--- config.mk ---
export PLATFORM = sky130hd
export DESIGN_NAME = alu_multicycle
export DESIGN_NICKNAME = d
export VERILOG_FILES = /design/src/rtl/alu_multicycle.sv
export SDC_FILE = /design/constraint.sdc
export NUM_CORES = 1
export LEC_CHECK = 0
export BUFFER_PORTS_ARGS = -buffer_cell sky130_fd_sc_hd__buf_2
export CORE_MARGIN = 2
export CORE_UTILIZATION = 30
export DETAILED_ROUTE_END_ITERATION = 16
export PLACE_DENSITY = 0.48
export SETUP_SLACK_MARGIN = 0.5
export SLEW_MARGIN = 30
export SYNTH_ARGS = -nofsm -noshare
export SYNTH_HDL_FRONTEND = slang
export SYNTH_SLANG_ARGS = --single-unit
--- constraint.sdc ---
create_clock -name clk -period 19.76 [get_ports clk]
set_input_delay 0.988 -clock clk [delete_from_list [all_inputs] [get_ports clk]]
set_output_delay 0.988 -clock clk [all_outputs]
set_load 0.01 [all_outputs]
--- src/rtl/alu_multicycle.sv ---
// alu_multicycle: registered ALU with a start/busy/done handshake.
// ADD/SUB/AND/OR finish in one cycle; MUL/UMULL/SMULL use an iterative
// radix-2 shift-add multiplier producing a full 2*WIDTH-bit product.
// Optional feature macro: ALU_SMULL_EN (signed SMULL on opcode 111 with an
// extra sign-fix cycle). Without it, opcode 111 behaves exactly like UMULL.
module alu_multicycle #(
  parameter int WIDTH = 32
) (
  input  logic             clk,
  input  logic             reset,
  input  logic             start,
  input  logic [2:0]       ALUControl,
  input  logic [WIDTH-1:0] a,
  input  logic [WIDTH-1:0] b,
  output logic             busy,
  output logic             done,
  output logic [WIDTH-1:0] Result,
  output logic [WIDTH-1:0] ResultExtra,
  output logic [3:0]       ALUFlags
);

  localparam int            CW   = $clog2(WIDTH);
  localparam logic [CW-1:0] LAST = CW'(WIDTH - 1);

  localparam logic [2:0] OP_SUB   = 3'b001;
  localparam logic [2:0] OP_AND   = 3'b010;
  localparam logic [2:0] OP_OR    = 3'b011;
  localparam logic [2:0] OP_MUL   = 3'b101;
`ifdef ALU_SMULL_EN
  localparam logic [2:0] OP_SMULL = 3'b111;
`endif

  typedef enum logic [1:0] {IDLE, MUL, FIX, DONE} state_t;

  state_t state_q, state_d;

  // Multiplier datapath: the multiplicand is kept 2*WIDTH wide and shifted
  // left each iteration, so "multiplicand << count" needs no barrel shifter.
  logic [2:0]         op_q;
  logic [2*WIDTH-1:0] mcand_q;
  logic [WIDTH-1:0]   mplier_q;
  logic [2*WIDTH-1:0] acc_q;
  logic [CW-1:0]      count_q;
  logic [2*WIDTH-1:0] acc_step;

`ifdef ALU_SMULL_EN
  logic               neg_q;
  logic [WIDTH-1:0]   mag_a, mag_b;
`endif

  logic               is_mul;
  logic               sub;
  logic [WIDTH:0]     sum;
  logic [WIDTH-1:0]   alu_res;
  logic               alu_c, alu_v;
  logic [3:0]         alu_flags;

  logic               out_load, use_prod;
  logic [2*WIDTH-1:0] prod;
  logic [WIDTH-1:0]   res_d, extra_d;
  logic [3:0]         flags_d;

  // Single-cycle arithmetic/logic result and flags straight from the inputs.
  // NOTE: every signal written in an always_comb gets a value before any
  // branch, so no path leaves it unassigned and no latch is inferred.
  always_comb begin
    is_mul  = ALUControl[2] & (ALUControl[1] | ALUControl[0]);
    sub     = (ALUControl == OP_SUB);
    sum     = {1'b0, a} + {1'b0, (sub ? ~b : b)} + {{WIDTH{1'b0}}, sub};
    alu_res = sum[WIDTH-1:0];
    alu_c   = sum[WIDTH];
    alu_v   = ~(a[WIDTH-1] ^ b[WIDTH-1] ^ sub) & (a[WIDTH-1] ^ sum[WIDTH-1]);
    case (ALUControl)
      OP_AND: begin
        alu_res = a & b;
        alu_c   = 1'b0;
        alu_v   = 1'b0;
      end
      OP_OR: begin
        alu_res = a | b;
        alu_c   = 1'b0;
        alu_v   = 1'b0;
      end
      default: ;
    endcase
    alu_flags = {alu_res[WIDTH-1], (alu_res == '0), alu_c, alu_v};
  end

  // One shift-add step: add the aligned multiplicand when the multiplier LSB is set.
  always_comb begin
    acc_step = acc_q + (mplier_q[0] ? mcand_q : '0);
  end

`ifdef ALU_SMULL_EN
  // Operand magnitudes for SMULL; INT_MIN maps to 2^(WIDTH-1) read as unsigned.
  always_comb begin
    mag_a = a[WIDTH-1] ? -a : a;
    mag_b = b[WIDTH-1] ? -b : b;
  end
`endif

  // FSM next state, handshake outputs, and the value to register on entering DONE.
  always_comb begin
    state_d  = state_q;
    busy     = (state_q != IDLE);
    done     = (state_q == DONE);
    out_load = 1'b0;
    use_prod = 1'b0;
    prod     = acc_step;
    case (state_q)
      IDLE: begin
        if (start) begin
          if (is_mul) begin
            state_d = MUL;
          end else begin
            state_d  = DONE;
            out_load = 1'b1;
          end
        end
      end
      MUL: begin
        if (count_q == LAST) begin
          state_d  = DONE;
          out_load = 1'b1;
          use_prod = 1'b1;
`ifdef ALU_SMULL_EN
          if (op_q == OP_SMULL) begin
            state_d  = FIX;
            out_load = 1'b0;
            use_prod = 1'b0;
          end
`endif
        end
      end
`ifdef ALU_SMULL_EN
      FIX: begin
        state_d  = DONE;
        out_load = 1'b1;
        use_prod = 1'b1;
        prod     = neg_q ? -acc_q : acc_q;
      end
`endif
      DONE:    state_d = IDLE;
      default: state_d = IDLE;
    endcase

    res_d   = alu_res;
    extra_d = '0;
    flags_d = alu_flags;
    if (use_prod) begin
      if (op_q == OP_MUL) begin
        res_d   = prod[WIDTH-1:0];
        flags_d = {prod[WIDTH-1], (prod[WIDTH-1:0] == '0), 2'b00};
      end else begin
        res_d   = prod[WIDTH-1:0];
        extra_d = prod[2*WIDTH-1:WIDTH];
        flags_d = {prod[2*WIDTH-1], (prod == '0), 2'b00};
      end
    end
  end

  // State register.
  // NOTE: sequential state uses non-blocking assignments so every flop samples
  // its inputs from before the edge, independent of statement order.
  always_ff @(posedge clk or posedge reset) begin
    if (reset) state_q <= IDLE;
    else       state_q <= state_d;
  end

  // Multiplier operand capture on accept, then one shift-add iteration per cycle.
  always_ff @(posedge clk or posedge reset) begin
    if (reset) begin
      op_q     <= '0;
      mcand_q  <= '0;
      mplier_q <= '0;
      acc_q    <= '0;
      count_q  <= '0;
`ifdef ALU_SMULL_EN
      neg_q    <= 1'b0;
`endif
    end else begin
      case (state_q)
        IDLE: begin
          if (start && is_mul) begin
            op_q     <= ALUControl;
            acc_q    <= '0;
            count_q  <= '0;
            mcand_q  <= {{WIDTH{1'b0}}, a};
            mplier_q <= b;
`ifdef ALU_SMULL_EN
            neg_q    <= a[WIDTH-1] ^ b[WIDTH-1];
            if (ALUControl == OP_SMULL) begin
              mcand_q  <= {{WIDTH{1'b0}}, mag_a};
              mplier_q <= mag_b;
            end
`endif
          end
        end
        MUL: begin
          acc_q    <= acc_step;
          mcand_q  <= mcand_q << 1;
          mplier_q <= mplier_q >> 1;
          count_q  <= count_q + CW'(1);
        end
        default: ;
      endcase
    end
  end

  // Output registers: updated only on the edge that enters DONE, held otherwise.
  always_ff @(posedge clk or posedge reset) begin
    if (reset) begin
      Result      <= '0;
      ResultExtra <= '0;
      ALUFlags    <= '0;
    end else if (out_load) begin
      Result      <= res_d;
      ResultExtra <= extra_d;
      ALUFlags    <= flags_d;
    end
  end

endmodule

# Word level (Yosys, flattened, before mapping)
# Index checks and enable logic that the tools add are counted.
[totals] ff_bits=238 out_inout_bits=70 elab_cells=71
[classes] bitwise=10 n_eq_ne=10 reduce_logical=11 mux=27 add_sub_neg=4
[ops] cell="$pmux 64 s2" n=2
[ops] cell="$mux 64" n=3
[ops] cell="$mux 32" n=5
[ops] cell="$pmux 32 s2" n=2
[ops] cell="$add 64x64->64" n=1
[ops] cell="$logic_not 32->1" n=2
[ops] cell="$logic_not 64->1" n=1
[ops] cell="$add 32x32->33" n=1
[ops] cell="$add 33x1->33" n=1
[ops] cell="$and 32x32->32" n=1
[ops] cell="$not 32->32" n=1
[ops] cell="$or 32x32->32" n=1
[ops] cell="$pmux 5 s2" n=1
[ops] cell="$mux 4" n=2
[ops] cell="$eq 3x2->1 const B" n=2
[ops] cell="$mux 1" n=6
[ops] cell="$mux 2" n=3
[ops] cell="$ne 2x2->1 const B" n=3
[ops] cell="$reduce_and 2->1" n=3
[ops] cell="$add 5x1->5 const B" n=1
[ops] cell="$eq 5x5->1 const B" n=1
[ops] cell="$mux 5" n=1
[ops] cell="$pmux 2 s2" n=1
[ops] cell="$reduce_bool 2->1" n=2
[ops] cell="12 further kinds" n=15

# Longest topological paths before layout
[depth] ltp_word=8 depth_mapped=22

# Worst setup path before layout
# OpenSTA, ideal clock, no wires.
[synth_timing] kind="input port to flip-flop" from="input ALUControl[0]" to="register ALUFlags[2]" cell_stages=21 slack_ps=13268 arrival_ps=6425 setup_time_ps=66 required_time_ps=19694 path_cell_list="clkbuf_1 > clkbuf_1 > buf_1 > clkbuf_1 > clkbuf_1 > nor3b_1 > clkbuf_1 > buf_1 > xor2_1 > fa_1 > a211oi_1 > o21ai_0 > a2111oi_2 > nor3_1 > or4b_1 > o211a_1 > a2111oi_0 > nand4_1 > nor4_1 > a41oi_1 > nand2_1"
[synth_between] elab_chain_len=7 elab_cells_between_ends=14 classes_between="2 x add/sub; 3 x eq/ne; 6 x mux; 2 x bitwise; 1 x reduce/logical"
[synth_lines] item="start, declared" line_no="12" text="input logic [2:0] ALUControl,"
[synth_lines] item="$eq 3x1->1" line_no="68" text="sub = (ALUControl == OP_SUB);"
[synth_lines] item="$mux 32" line_no="69" text="sum = {1'b0, a} + {1'b0, (sub ? ~b : b)} + {{WIDTH{1'b0}}, sub};"
[synth_lines] item="$add 32x32->33" line_no="69"
[synth_lines] item="$add 33x1->33" line_no="69"
[synth_lines] item="$pmux 32 s2" line_no="73" text="case (ALUControl)"
[synth_lines] item="$logic_not 32->1" line_no="86" text="alu_flags = {alu_res[WIDTH-1], (alu_res == '0), alu_c, alu_v};"
[synth_lines] item="$mux 4" line_no="150" text="if (use_prod) begin"
[synth_lines] item="end signal, assigned" line_no="219" text="ALUFlags <= flags_d;"
[synth_lines] item="end, declared" line_no="19" text="output logic [3:0] ALUFlags"
# Parallel ways exist; a longest one is shown, timed or not.
# A chain may end at the register's enable or synchronous reset.

# Worst setup path in the final report
# Same ends and word-level chain as after synthesis.

==> flow_summary_export.csv <==
group,metric,value,unit
outcome,status,"finished clean",
cts,cts_max_level,1,
logic_synthesis,synthCells,2180,
logic_synthesis,yosys.area.top_type,"dfrtp_1",
floorplan,ios,140,
power_and_ir_drop,vdd_drop_max,0.0000989,V
cts,postCtsHoldBufs,0,
cts,cts_buffers,30,
worst_setup_path,max_stage_delay,0.59,ns
sta,maxSlewHeadroom,35.5,%
route,first_pass_iters,5,
cells_and_area,area_growth_syn_to_layout,14.0,%
worst_setup_path,crit_slowest_cell,"a2111oi_2",
logic_synthesis,syn_area_per_cell,8.20,µm²
logic_synthesis,synth_area_leaders,"dfrtp_1, nand2_1, ha_1",
route,vias_per_cell,5.48,
sta,min_period_over_period,28.6,%
floorplan,fp.dieH,248,µm
sta,finClkSkew,0.0220,ns
global_route,antenna_found_initial,1,
sta,setup_viol,0,
worst_setup_path,crit_required,20.29,ns
worst_setup_path,crit_chain,"buf_2 -> buf_4 -> nor3b_2 -> buf_4 -> xor2_1 -> fa_1 -> a211oi_1 -> o21ai_0 -> a2111oi_2 -> nor3_1 -> or4b_1 -> o211a_1 -> a2111oi_0 -> nand4_1 -> nor4_1 -> a41oi_1 -> nand2_1",
route,route.antenna.remaining_nets,0,
sta,drv_slew,0,
cts,cts_tree,"yes",
logic_synthesis,synth_warnings,0,
floorplan,start_util,30.3,%
sta,worstMarginPinSlew,0.965,ns
cells_and_area,fin_nets,2404,
worst_setup_path,critical_path_peak_fanout,52,
global_route,grt-ovfl-total,0,
cts,clk_pin_slew,0.06,ns
global_route,grt_start_max_net_pins,159,
worst_setup_path,end_kind,"flop",
sta,min_period,5.64,ns
cts,clk_latency,0.60,ns
global_route,grt_pass1_wl,98.3,mm
floorplan,die-area,0.0616,mm²
worst_setup_path,start_kind,"input pin",
logic_synthesis,yosysSeqAreaShare,33.3,%
logic_synthesis,ys.flop_type,"dfrtp_1",
placement,port_buffers,139,
power_and_ir_drop,p_leak,8.78,nW
sta,hold_viol,0,
cells_and_area,stdcell_area,0.0204,mm²
route,detail_route.wl_per_cell,21.1,µm
cts,post_cts_resized,0,
sta,max_freq,0.177,GHz
cells_and_area,drive_gt1_share,11.7,%
logic_synthesis,synth_top_area_share,33.3,%
sta,tns,0,ns
global_route,grt_pass1_vias,16434,
route,num_vias,16591,
cells_and_area,antenna-diode-count,0,
logic_synthesis,synth_nets,2352,
worst_setup_path,path_class,"input pin to flop",
run,max-cap-violations,0,
worst_setup_path,arrival,6.17,ns
route,drt_iter0_markers,1057,
logic_synthesis,synth_area,0.0179,mm²
worst_setup_path,cpMostUsedCell,"buf_4",
floorplan,core_area,0.0590,mm²
cts,cts_root_buf,"clkbuf_16",
cts,clock_tree.buffer_depth,3,
placement,gp_routability_congestion,0.882,
floorplan,row_count,89,
logic_synthesis,synth_cell_types,86,
logic_synthesis,synth_edf_count,0,
sta,rsz0062_at_grt,"no",
floorplan,die_w,248,µm
logic_synthesis,ys_seq_elements,238,
logic_synthesis,async_reset_ff_share,100,%
cts,clkSinkCount,238,
route,drc_errors,0,
global_route,grt.total_usage,20.6,%
hold_path,hp-class,"flop to flop",
power_and_ir_drop,p_per_area,118,mW/mm²
placement,dp_hpwl,48.2,mm
cts,post_cts_buffers,0,
route,routed_wirelength,63.9,mm
placement,placed_area,0.0192,mm²
-- cell families (layout without fill, tap and decap cells) --
logic type,Yosys count,after routing,synth area share [%]
mux,79,79,4.45
xor+xnor,87,87,4.35
fa+ha+maj,117,117,8.06
buf+inv,167,243,3.51
simple gates,787,787,21.0
compound gates,705,705,25.3
flops,238,238,33.3
-- per-layer routing --
layer	GRT usage (%)	share of wire, %	vias up	routed length (µm)
li1	-	-	8096	-
met1	26.6	45	8052	28600
met2	35.1	48	363	30400
met3	4.08	5.4	80	3450
met4	4.81	2.4	0	1540
met5	0	0	-	0
-- power breakdown --
part           switching [mW]  internal, mW  total, mW
logic                   0.643         0.350      0.993
registers               0.125         0.664      0.789
clock network           0.241         0.379      0.620
total                    1.01          1.39       2.40
-- worst paths after layout --
kind / startpoint / to / slack [ns] / depth (start not counted)
worst max-delay path: ALUControl[0] / ALUFlags[2] / 14.12 / 17
worst min-delay path: Result[13] / Result[13] / 0.47 / 2
worst max register to register: mplier_q[0] / ALUFlags[2] / 14.52 / 14
worst min register to register: Result[13] / Result[13] / 0.47 / 2
max in group asynchronous: reset / acc_q[14] / 17.95 / 4
min in group asynchronous: reset / ResultExtra[10] / 0.48 / 2
-- cell type report --
type                            instances  area [µm²]
Clock buffer                           34         786
Clock inverter                         22         324
Fill cell                            6268       38600
Inverter                               29         116
Multi-Input combinational cell       1775       11400
Sequential cell                       238        5960
Tap cell                              773         967
Timing Repair Buffer                  158         887
-- critical path, delay by kind of cell --
family          cells  cell delay (ns)
compound gates      6             2.03
xor+xnor            1             0.20
fa+ha+maj           1             0.46
buf+inv             3             1.02
simple gates        6             1.48
-- placed cells by master, fill, tap and decap left out, types with 39 or more instances in the layout --
cell	Yosys	routed
o211ai_1	39	39
nand2_1	373	373
and2_1	80	79
buf_2	1	139
dfrtp_1	238	238
o22ai_1	43	43
ha_1	100	100
xor2_1	51	51
nor2_1	106	105
a21oi_1	129	128
a21o_1	47	47
mux2i_1	75	75
o21ai_0	246	246
-- synth_stat cells (11+ instances only) --
cell,n
or2_2,15
clkbuf_1,124
xnor2_1,34
a221o_1,11
buf_1,13
nor4_1,12
a21o_1,47
o211ai_1,39
xor2_1,51
nor3_1,36
inv_1,29
a22o_1,19
o22ai_1,43
a211oi_1,21
and2_1,80
nand4_1,36
nand2_1,373
a31oi_1,17
dfrtp_1,238
nor2_1,106
maj3_1,15
nand3_1,32
and3_1,25
a21oi_1,129
nand2b_1,11
o21ai_0,246
ha_1,100
mux2i_1,75
o21a_1,20
-- registers in the layout, summed over array words and instances (netlist names) --
register	flops
count_q	5
acc_q	64
op_q	3
ResultExtra	32
state_q	2
Result	32
ALUFlags	4
mplier_q	32
mcand_q	64
-- stage by stage --
step                hold slack (ns)  setup WS [ns]  power (mW)  util [%]  instances
finish                        0.468          14.12        2.40      34.5       3029
floorplan                     0.440          12.24        1.44         -       2180
CTS                           0.471          14.07        2.43      34.5       3028
global route                  0.500          13.65        2.59      34.5       3029
global placement              0.455          13.51        1.78      32.6       2972
detailed placement            0.455          13.46        1.79      32.6       2972
(Power assumes the default switching activity.)
